==> src/rtl/axi4l_rom_read_arbiter.sv <==
// Round-robin arbiter sharing one AXI4-Lite read slave among N requesters.
// One read in flight; registered address, buffered response, R timeout.
module axi4l_rom_read_arbiter #(
   parameter int NUM_MASTERS    = 2,
   parameter int ADDR_WIDTH     = 32,
   parameter int DATA_WIDTH     = 32,
   parameter int TIMEOUT_CYCLES = 256
) (
   input  logic                          clk_i,
   input  logic                          rst_ni,
   input  logic [NUM_MASTERS*ADDR_WIDTH-1:0] m_araddr_i,
   input  logic [NUM_MASTERS-1:0]        m_arvalid_i,
   output logic [NUM_MASTERS-1:0]        m_arready_o,
   output logic [DATA_WIDTH-1:0]         m_rdata_o,
   output logic [1:0]                    m_rresp_o,
   output logic [NUM_MASTERS-1:0]        m_rvalid_o,
   input  logic [NUM_MASTERS-1:0]        m_rready_i,
   output logic [ADDR_WIDTH-1:0]         s_araddr_o,
   output logic                          s_arvalid_o,
   input  logic                          s_arready_i,
   input  logic [DATA_WIDTH-1:0]         s_rdata_i,
   input  logic [1:0]                    s_rresp_i,
   input  logic                          s_rvalid_i,
   output logic                          s_rready_o,
   output logic                          timeout_o
);

   localparam int GW = (NUM_MASTERS > 1) ? $clog2(NUM_MASTERS) : 1;
   localparam int GW1 = GW + 1;
   localparam int CW = (TIMEOUT_CYCLES > 1) ? $clog2(TIMEOUT_CYCLES) : 1;
   localparam bit TO_EN = (TIMEOUT_CYCLES > 0);
   localparam logic [CW-1:0] TO_LAST =
      CW'((TIMEOUT_CYCLES > 0) ? TIMEOUT_CYCLES - 1 : 0);

   typedef enum logic [2:0] {
      S_IDLE,
      S_AR,
      S_R,
      S_RESP,
      S_DRAIN
   } state_e;

   state_e                state_q, state_d;
   logic [GW-1:0]         gnt_q, gnt_d;
   logic [GW-1:0]         last_q, last_d;
   logic [ADDR_WIDTH-1:0] addr_q, addr_d;
   logic [DATA_WIDTH-1:0] rdata_q, rdata_d;
   logic [1:0]            rresp_q, rresp_d;
   logic [CW-1:0]         cnt_q, cnt_d;
   logic                  drain_q, drain_d;

   logic [GW-1:0]         win;
   logic                  win_vld;

   assign m_rdata_o  = rdata_q;
   assign m_rresp_o  = rresp_q;
   assign s_araddr_o = addr_q;

   // Round-robin search starting one past the last granted master.
   always_comb begin
      logic [GW1-1:0] j;
      j       = '0;
      win     = '0;
      win_vld = 1'b0;
      for (int i = 0; i < NUM_MASTERS; i++) begin
         j = {1'b0, last_q} + GW1'(i + 1);
         if (j >= GW1'(NUM_MASTERS)) begin
            j = j - GW1'(NUM_MASTERS);
         end
         if (!win_vld && m_arvalid_i[j[GW-1:0]]) begin
            win_vld = 1'b1;
            win     = j[GW-1:0];
         end
      end
   end

   // Transaction FSM: next state, register updates and handshake outputs.
   always_comb begin
      state_d     = state_q;
      gnt_d       = gnt_q;
      last_d      = last_q;
      addr_d      = addr_q;
      rdata_d     = rdata_q;
      rresp_d     = rresp_q;
      cnt_d       = cnt_q;
      drain_d     = drain_q;
      m_arready_o = '0;
      m_rvalid_o  = '0;
      s_arvalid_o = 1'b0;
      s_rready_o  = 1'b0;
      timeout_o   = 1'b0;
      unique case (state_q)
         S_IDLE: begin
            // rst_ni gate keeps arready low while reset is held
            if (win_vld && rst_ni) begin
               m_arready_o[win] = 1'b1;
               addr_d  = m_araddr_i[int'(win)*ADDR_WIDTH +: ADDR_WIDTH];
               gnt_d   = win;
               last_d  = win;
               state_d = S_AR;
            end
         end
         S_AR: begin
            s_arvalid_o = 1'b1;
            if (s_arready_i) begin
               cnt_d   = '0;
               state_d = S_R;
            end
         end
         S_R: begin
            s_rready_o = 1'b1;
            if (s_rvalid_i) begin
               rdata_d = s_rdata_i;
               rresp_d = s_rresp_i;
               state_d = S_RESP;
            end else if (TO_EN && cnt_q == TO_LAST) begin
               rdata_d   = '0;
               rresp_d   = 2'b10;
               drain_d   = 1'b1;
               timeout_o = 1'b1;
               state_d   = S_RESP;
            end else begin
               cnt_d = cnt_q + 1'b1;
            end
         end
         S_RESP: begin
            m_rvalid_o[gnt_q] = 1'b1;
            s_rready_o        = drain_q;
            if (drain_q && s_rvalid_i) begin
               drain_d = 1'b0;
            end
            if (m_rready_i[gnt_q]) begin
               if (drain_q && !s_rvalid_i) begin
                  state_d = S_DRAIN;
               end else begin
                  state_d = S_IDLE;
               end
            end
         end
         S_DRAIN: begin
            s_rready_o = 1'b1;
            if (s_rvalid_i) begin
               drain_d = 1'b0;
               state_d = S_IDLE;
            end
         end
         default: begin
            state_d = S_IDLE;
         end
      endcase
   end

   // State and datapath registers.
   always_ff @(posedge clk_i or negedge rst_ni) begin
      if (!rst_ni) begin
         state_q <= S_IDLE;
         gnt_q   <= '0;
         last_q  <= GW'(NUM_MASTERS - 1);
         addr_q  <= '0;
         rdata_q <= '0;
         rresp_q <= '0;
         cnt_q   <= '0;
         drain_q <= 1'b0;
      end else begin
         state_q <= state_d;
         gnt_q   <= gnt_d;
         last_q  <= last_d;
         addr_q  <= addr_d;
         rdata_q <= rdata_d;
         rresp_q <= rresp_d;
         cnt_q   <= cnt_d;
         drain_q <= drain_d;
      end
   end

endmodule

==> config.mk <==
export PLATFORM = sky130hd
export DESIGN_NAME = axi4l_rom_read_arbiter
export DESIGN_NICKNAME = d
export VERILOG_FILES = /design/src/rtl/axi4l_rom_read_arbiter.sv
export SDC_FILE = /design/constraint.sdc
export NUM_CORES = 1
export LEC_CHECK = 0
export CORE_UTILIZATION = 45
export CTS_BUF_LIST = sky130_fd_sc_hd__clkbuf_8
export CTS_CLUSTER_SIZE = 28
export DETAILED_ROUTE_END_ITERATION = 6
export PLACE_DENSITY = 0.89
export SKIP_CTS_REPAIR_TIMING = 1
export SYNTH_ARGS = -nofsm -noshare
export SYNTH_HDL_FRONTEND = slang
export SYNTH_SLANG_ARGS = --single-unit
==> constraint.sdc <==
create_clock -name clk_i -period 3.95 [get_ports clk_i]
set_clock_uncertainty 0.15 [all_clocks]
set_input_delay 0.79 -clock clk_i [delete_from_list [all_inputs] [get_ports clk_i]]
set_output_delay 0.79 -clock clk_i [all_outputs]
set_load 0.02 [all_outputs]
==> impl_metrics.csv, run 1 <==
group,metric,value,unit
run_status,outcome,"finished, final reports clean",
worst_hold_path,min_path_type,"reg -> reg",
floorplanning,initial_core_util,46.4,%
finish,areaGrowthSynthToFinish,55.9,%
worst_setup_path,critical_path_class,"in -> out",
worst_setup_path,critical-path-slowest-cell,"clkdlybuf4s50_1",
synth,synth_cell_type_count,46,
power_and_ir_drop,peakVddDrop,436,µV
finish,finalCoreUtilization,72.4,%
synth,synth-compound-area-share,17.8,%
detailed_routing,drt_wl_total,10100,µm
worst_setup_path,critPathMaxStageDelay,630,ps
floorplanning,fp.dieArea,0.00829,mm²
synth,synth_nets,416,
detailed_routing,dr.pass1.iters,4,
synth,avgSynthCellArea,11.6,µm²
synth,ys_seq_elements,80,
place,hpwl,7410,µm
power_and_ir_drop,sequentialPowerShare,36.1,%
timing,finalWorstSetupSlack,445,ps
cts,cts-root-buf,"clkbuf_8",
floorplanning,rows,32,
grt,grt_pass1_wl,15800,µm
timing,tightest_slew,987,ps
synth,synth-simple-area-share,11.3,%
synth,synth_top_family_by_area,"compound AO/OA/AOI/OAI gates",
finish,nets,589,
synth,synth_top_cell_area_share,55.4,%
detailed_routing,drt_iter0_drc,109,
synth,synthMuxAreaShare,10.2,%
cts,cts.clk_slew.worst_paths,80,ps
cts,insertion_delay,340,ps
worst_setup_path,r2r_slack,1800,ps
finish,diodes,0,
synth,synthFlopType,"dfrtp_1",
worst_setup_path,path_cells,"clkdlybuf4s50_1 -> o21ai_0 -> nor4_4 -> nor2b_1 -> clkdlybuf4s50_1",
power_and_ir_drop,pwr-share-clk,12.7,%
worst_setup_path,setup.worst_path.start_class,"primary input",
timing,min_period_over_period,88.7,%
timing,setup_viol,0,
grt,grt_pass1_vias,3135,
worst_setup_path,crit_start,"m_arvalid_i[0]",
place,portBuffers,178,
worst_setup_path,critPathRequiredTime,3010,ps
timing,relSlewSlack,34.2,%
grt,antenna_found_initial,0,
finish,most-common-layout-cells,"177 x clkdlybuf4s50_1, 79 x dfrtp_1, 38 x nor2_1, 35 x a21oi_1",
power_and_ir_drop,power.share.switching,39.3,%
detailed_routing,vias,3140,
finish,multi_input_area,0.00144,mm²
cts,cts_tree,"done",
power_and_ir_drop,pwr-share-comb,51.2,%
worst_setup_path,worstPathArrival,2570,ps
power_and_ir_drop,leakage,2.44,nW
synth,synthCells,309,
floorplanning,die_h,91.1,µm
detailed_routing,drtAntennaViolNets,0,
synth,synthArstFlopShare,100,%
worst_setup_path,r2r-end,"gnt_q",
timing,fmax,0.285,GHz
synth,yosysWarnings,0,
job,drv_cap,0,
timing,finalCriticalPeriod,3510,ps
finish,drive_gt1_share,6.57,%
grt,grt-ovfl-total,0,
floorplanning,fp.coreArea,0.00769,mm²
worst_hold_path,min-delay-start,"m_rdata_o[25]",
place,dp_slack,435,ps
cts,cts_made_buffers,9,
cts,cts_num_sinks,80,
grt,grt_max_degree,81,
finish,regArea,0.00200,mm²
power_and_ir_drop,p_switching,1.58,mW
detailed_routing,post_drt_wl_per_cell,17.1,µm
synth,synth_fa_ha_area_share,0.351,%
synth,yosysTopAreaCell,"dfrtp_1",
worst_setup_path,crit_top_cell,"clkdlybuf4s50_1",
timing,setup_tns,0,ps
timing,hold_viol_final,0,
finish,fillers,569,
synth,yosysSeqAreaShare,56.1,%
worst_setup_path,endpoint_kind,"primary output",
timing,slew_violations,0,
detailed_routing,via_per_inst,5.33,
synth,synth-xor-area-share,0.245,%
worst_setup_path,endpoint,"m_arready_o[0]",
timing,rsz0062_at_grt,"false",
synth,synth-edff-count,0,
floorplanning,ioPinCount,179,
cts,cts_buffer_depth,2,
synth,ys_top_cells_by_area,"dfrtp_1 55%, mux2i_1 9.3%, a22o_1 8.1%",
floorplanning,fp.dieW,91.1,µm
grt,grtUsageTotal,24.8,%
power_and_ir_drop,powerDensity,721,mW/mm²
worst_setup_path,r2r-start,"state_q[1]",
detailed_routing,drc,0,
finish,final_common_cell,"clkdlybuf4s50_1",
worst_setup_path,crit_fanout,3,
power_and_ir_drop,internal_power,2.43,mW
cts,htree_levels,3,
worst_setup_path,reg2reg_depth,3,
synth,synth_area,0.00357,mm²
place,place.gp.congestion,0.804,
[layer usage]
layer,up-vias,GRT usage [%],routed length [µm]
li1,1479,-,-
met1,1499,30.9,4180
met2,149,41.4,4850
met3,13,7.29,916
met4,0,8.60,144
met5,-,0,0
[stage by stage]
step | power [mW] | area [µm²] | std cells | hold slack [ps]
floorplan | 2.53 | 3570 | 309 | 342
global placement | 3.46 | 5400 | 573 | 334
detailed placement | 3.52 | 5400 | 573 | 334
CTS | 4.05 | 5570 | 589 | 358
global route | 4.24 | 5570 | 589 | 367
finish | 4.01 | 5570 | 589 | 355
[worst max-delay path, delay by kind of cell]
family          cells  cell delay (ps)
simple gates        2              400
compound gates      1              220
buf+inv             2             1150
[layout make-up]
type                            instances  share of cell area [%]
Timing Repair Buffer                  184                    32.8
Inverter                                3                   0.202
Multi-Input combinational cell        204                    25.8
Clock inverter                          7                   0.742
Tap cell                              102                    2.29
Sequential cell                        80                    36.0
Clock buffer                            9                    2.23
[flip-flops by register name, summed over array words and instances, names as in the netlist]
name,flops
m_rdata_o,32
s_araddr_o,32
cnt_q,8
state_q,3
m_rresp_o,2
drain_q,1
gnt_q,1
last_q,1
[how the worst min path moves through the flow]
stage,to,cells after the start
finish,m_rdata_o[25],1
floorplan,cnt_q[0],0
CTS,m_rdata_o[23],1
global placement,m_rdata_o[24],1
detailed placement,m_rdata_o[12],1
global route,m_rdata_o[12],1
[synth_stat cells (2+ instances only)]
cell       n
dfrtp_1   79
nor2_1    38
a21oi_1   35
a22o_1    33
mux2i_1   33
buf_2     12
nand2_1    9
a211o_1    5
and3_1     4
clkbuf_1   4
nor3_1     4
o21ai_0    4
buf_4      3
buf_6      3
inv_1      3
nand2b_1   3
mux2_2     2
nand3_1    2
nand4_1    2
nand4b_1   2
nor2b_1    2
nor4_1     2
o211a_1    2
[power groups by stage]
stage	Clock [mW]	Combinational (mW)	Sequential [mW]
2_1_floorplan	0	0.742	1.79
3_3_place_gp	0	2.01	1.45
3_5_place_dp	0	2.07	1.45
4_1_cts	0.526	2.07	1.45
5_1_grt	0.565	2.18	1.50
6_report	0.510	2.05	1.45
[kinds of logic after synthesis]
| family | after synthesis |
|---|---|
| compound gates | 89 |
| mux | 36 |
| xor+xnor | 1 |
| fa+ha+maj | 1 |
| buf+inv | 25 |
| simple gates | 77 |
| flops | 80 |
Note: power is estimated with default switching activity, not from simulation.
==> inputs of run 2 (changes only) <==
--- a/config.mk
+++ b/config.mk
@@ -5,11 +5,14 @@
 export SDC_FILE = /design/constraint.sdc
 export NUM_CORES = 1
 export LEC_CHECK = 0
-export CORE_UTILIZATION = 45
+export CELL_PAD_IN_SITES_DETAIL_PLACEMENT = 0
+export CELL_PAD_IN_SITES_GLOBAL_PLACEMENT = 2
+export CORE_UTILIZATION = 26
 export CTS_BUF_LIST = sky130_fd_sc_hd__clkbuf_8
 export CTS_CLUSTER_SIZE = 28
 export DETAILED_ROUTE_END_ITERATION = 6
-export PLACE_DENSITY = 0.89
+export MAX_ROUTING_LAYER = met4
+export PLACE_DENSITY_LB_ADDON = 0.1
 export SKIP_CTS_REPAIR_TIMING = 1
 export SYNTH_ARGS = -nofsm -noshare
 export SYNTH_HDL_FRONTEND = slang
==> impl_metrics.csv, run 2 (synthesis results as in run 1) <==
group,metric,value,unit
place,place.gp.congestion,0.702,
floorplanning,initial_core_util,26.8,%
worst_setup_path,path_cells,"clkdlybuf4s50_1 -> o21ai_0 -> nor4_4 -> nor2b_1 -> clkdlybuf4s50_1",
detailed_routing,drt_iter0_drc,83,
detailed_routing,drt_wl_total,10200,µm
cts,cts.clk_slew.worst_paths,80,ps
finish,drive_gt1_share,6.95,%
worst_hold_path,min_path_type,"in -> async",
power_and_ir_drop,powerDensity,726,mW/mm²
grt,grt_pass1_wl,15800,µm
grt,grtUsageTotal,15.0,%
grt,met3_usage,3.98,%
finish,most-common-layout-cells,"177 x clkdlybuf4s50_1, 79 x dfrtp_1, 38 x nor2_1, 35 x a21oi_1",
run_status,outcome,"finished, final reports clean",
timing,slew_violations,0,
finish,areaGrowthSynthToFinish,60.6,%
job,drv_cap,0,
worst_setup_path,critical_path_class,"in -> out",
cts,cts_tree,"done",
cts,htree_levels,3,
detailed_routing,post_drt_wl_per_cell,15.3,µm
cts,cts-root-buf,"clkbuf_8",
cts,cts_buffer_depth,2,
worst_setup_path,critPathRequiredTime,3010,ps
floorplanning,fp.dieW,119,µm
detailed_routing,vias,3042,
timing,hold_viol_final,0,
timing,rsz0062_at_grt,"false",
cts,insertion_delay,350,ps
grt,met2_usage,22.6,%
finish,fillers,1250,
timing,finalCriticalPeriod,3420,ps
floorplanning,die_h,119,µm
floorplanning,fp.coreArea,0.0133,mm²
finish,nets,591,
grt,grt_busiest_layer,"met2",
place,portBuffers,178,
timing,tightest_slew,698,ps
worst_setup_path,endpoint_kind,"primary output",
worst_setup_path,worstPathArrival,2480,ps
place,dp_slack,536,ps
grt,grt_pass1_vias,3017,
grt,grt_use_met1,19.0,%
timing,relSlewSlack,53.5,%
grt,grt-ovfl-total,0,
floorplanning,fp.dieArea,0.0142,mm²
worst_setup_path,critPathMaxStageDelay,600,ps
worst_setup_path,setup.worst_path.start_class,"primary input",
detailed_routing,drc,0,
timing,finalWorstSetupSlack,532,ps
detailed_routing,dr.pass1.iters,4,
cts,cts_num_sinks,80,
timing,min_period_over_period,86.5,%
finish,regArea,0.00200,mm²
finish,diodes,0,
worst_setup_path,critical-path-slowest-cell,"clkdlybuf4s50_1",
grt,grt_max_degree,67,
power_and_ir_drop,leakage,2.48,nW
floorplanning,ioPinCount,179,
floorplanning,rows,42,
finish,multi_input_area,0.00144,mm²
timing,setup_viol,0,
cts,cts_made_buffers,9,
power_and_ir_drop,peakVddDrop,313,µV
finish,final_common_cell,"clkdlybuf4s50_1",
detailed_routing,via_per_inst,4.57,
detailed_routing,drtAntennaViolNets,0,
grt,antenna_found_initial,0,
timing,fmax,0.293,GHz
worst_setup_path,crit_fanout,3,
timing,setup_tns,0,ps
place,hpwl,7260,µm
worst_setup_path,crit_top_cell,"clkdlybuf4s50_1",
==> run 2: cell count changes in the layout (fill, tap and decap cells not counted), sizes merged <==
cell,change
bufinv,+2
clkinv,-1
buf,+2
clkbuf,+1
clkinvlp,-2
==> run 2: through the flow <==
| step | power, mW | hold WS (ps) | utilization [%] | cells | cell area, µm² |
|---|---|---|---|---|---|
| 5_1_grt | 4.44 | 315 | 43.1 | 665 | 5730 |
| 6_report | 4.16 | 292 | 43.1 | 665 | 5730 |
| 4_1_cts | 4.23 | 304 | 43.1 | 665 | 5730 |
| 3_5_place_dp | 3.53 | 331 | 41.4 | 649 | 5510 |
| 3_3_place_gp | 3.52 | 331 | 41.4 | 649 | 5510 |
| 2_1_floorplan | 2.53 | 342 | - | 309 | 3570 |
==> run 2: final cells by class <==
cell class | instances | share of cell area (%)
Inverter | 3 | 0.196
Clock inverter | 6 | 1.48
Clock buffer | 10 | 2.40
Sequential cell | 80 | 34.9
Multi-Input combinational cell | 204 | 25.0
Timing Repair Buffer | 186 | 32.1
Tap cell | 176 | 3.84
==> run 2: worst paths after layout <==
check | startpoint | end | slack, ps | cells after the start
max in group asynchronous | rst_ni | s_araddr_o[26] | 2320 | 3
min reg2reg | m_rdata_o[12] | m_rdata_o[12] | 350 | 1
min | rst_ni | s_araddr_o[24] | 290 | 2
max | m_arvalid_i[0] | m_arready_o[0] | 530 | 5
max reg2reg | state_q[1] | gnt_q | 1760 | 3
min in group clk_i | m_rdata_o[12] | m_rdata_o[12] | 350 | 1
==> run 2: report_power, final <==
group | internal (mW) | switching [mW]
sequential | 1.18 | 0.243
clock | 0.371 | 0.304
combinational | 1.04 | 1.02
==> run 2: layer usage <==
metal / vias up / share of wire [%]
li1: 1480 / -
met5: - / 0
met4: 0 / 1.4
met3: 11 / 7.9
met1: 1423 / 45
met2: 128 / 45
==> run 2: worst max-delay path: cells and delay by family <==
kind	cells	cell delay (ps)
and+or+nand+nor	2	360
buffers and inverters	2	1120
AOI/OAI and AO/OA	1	200
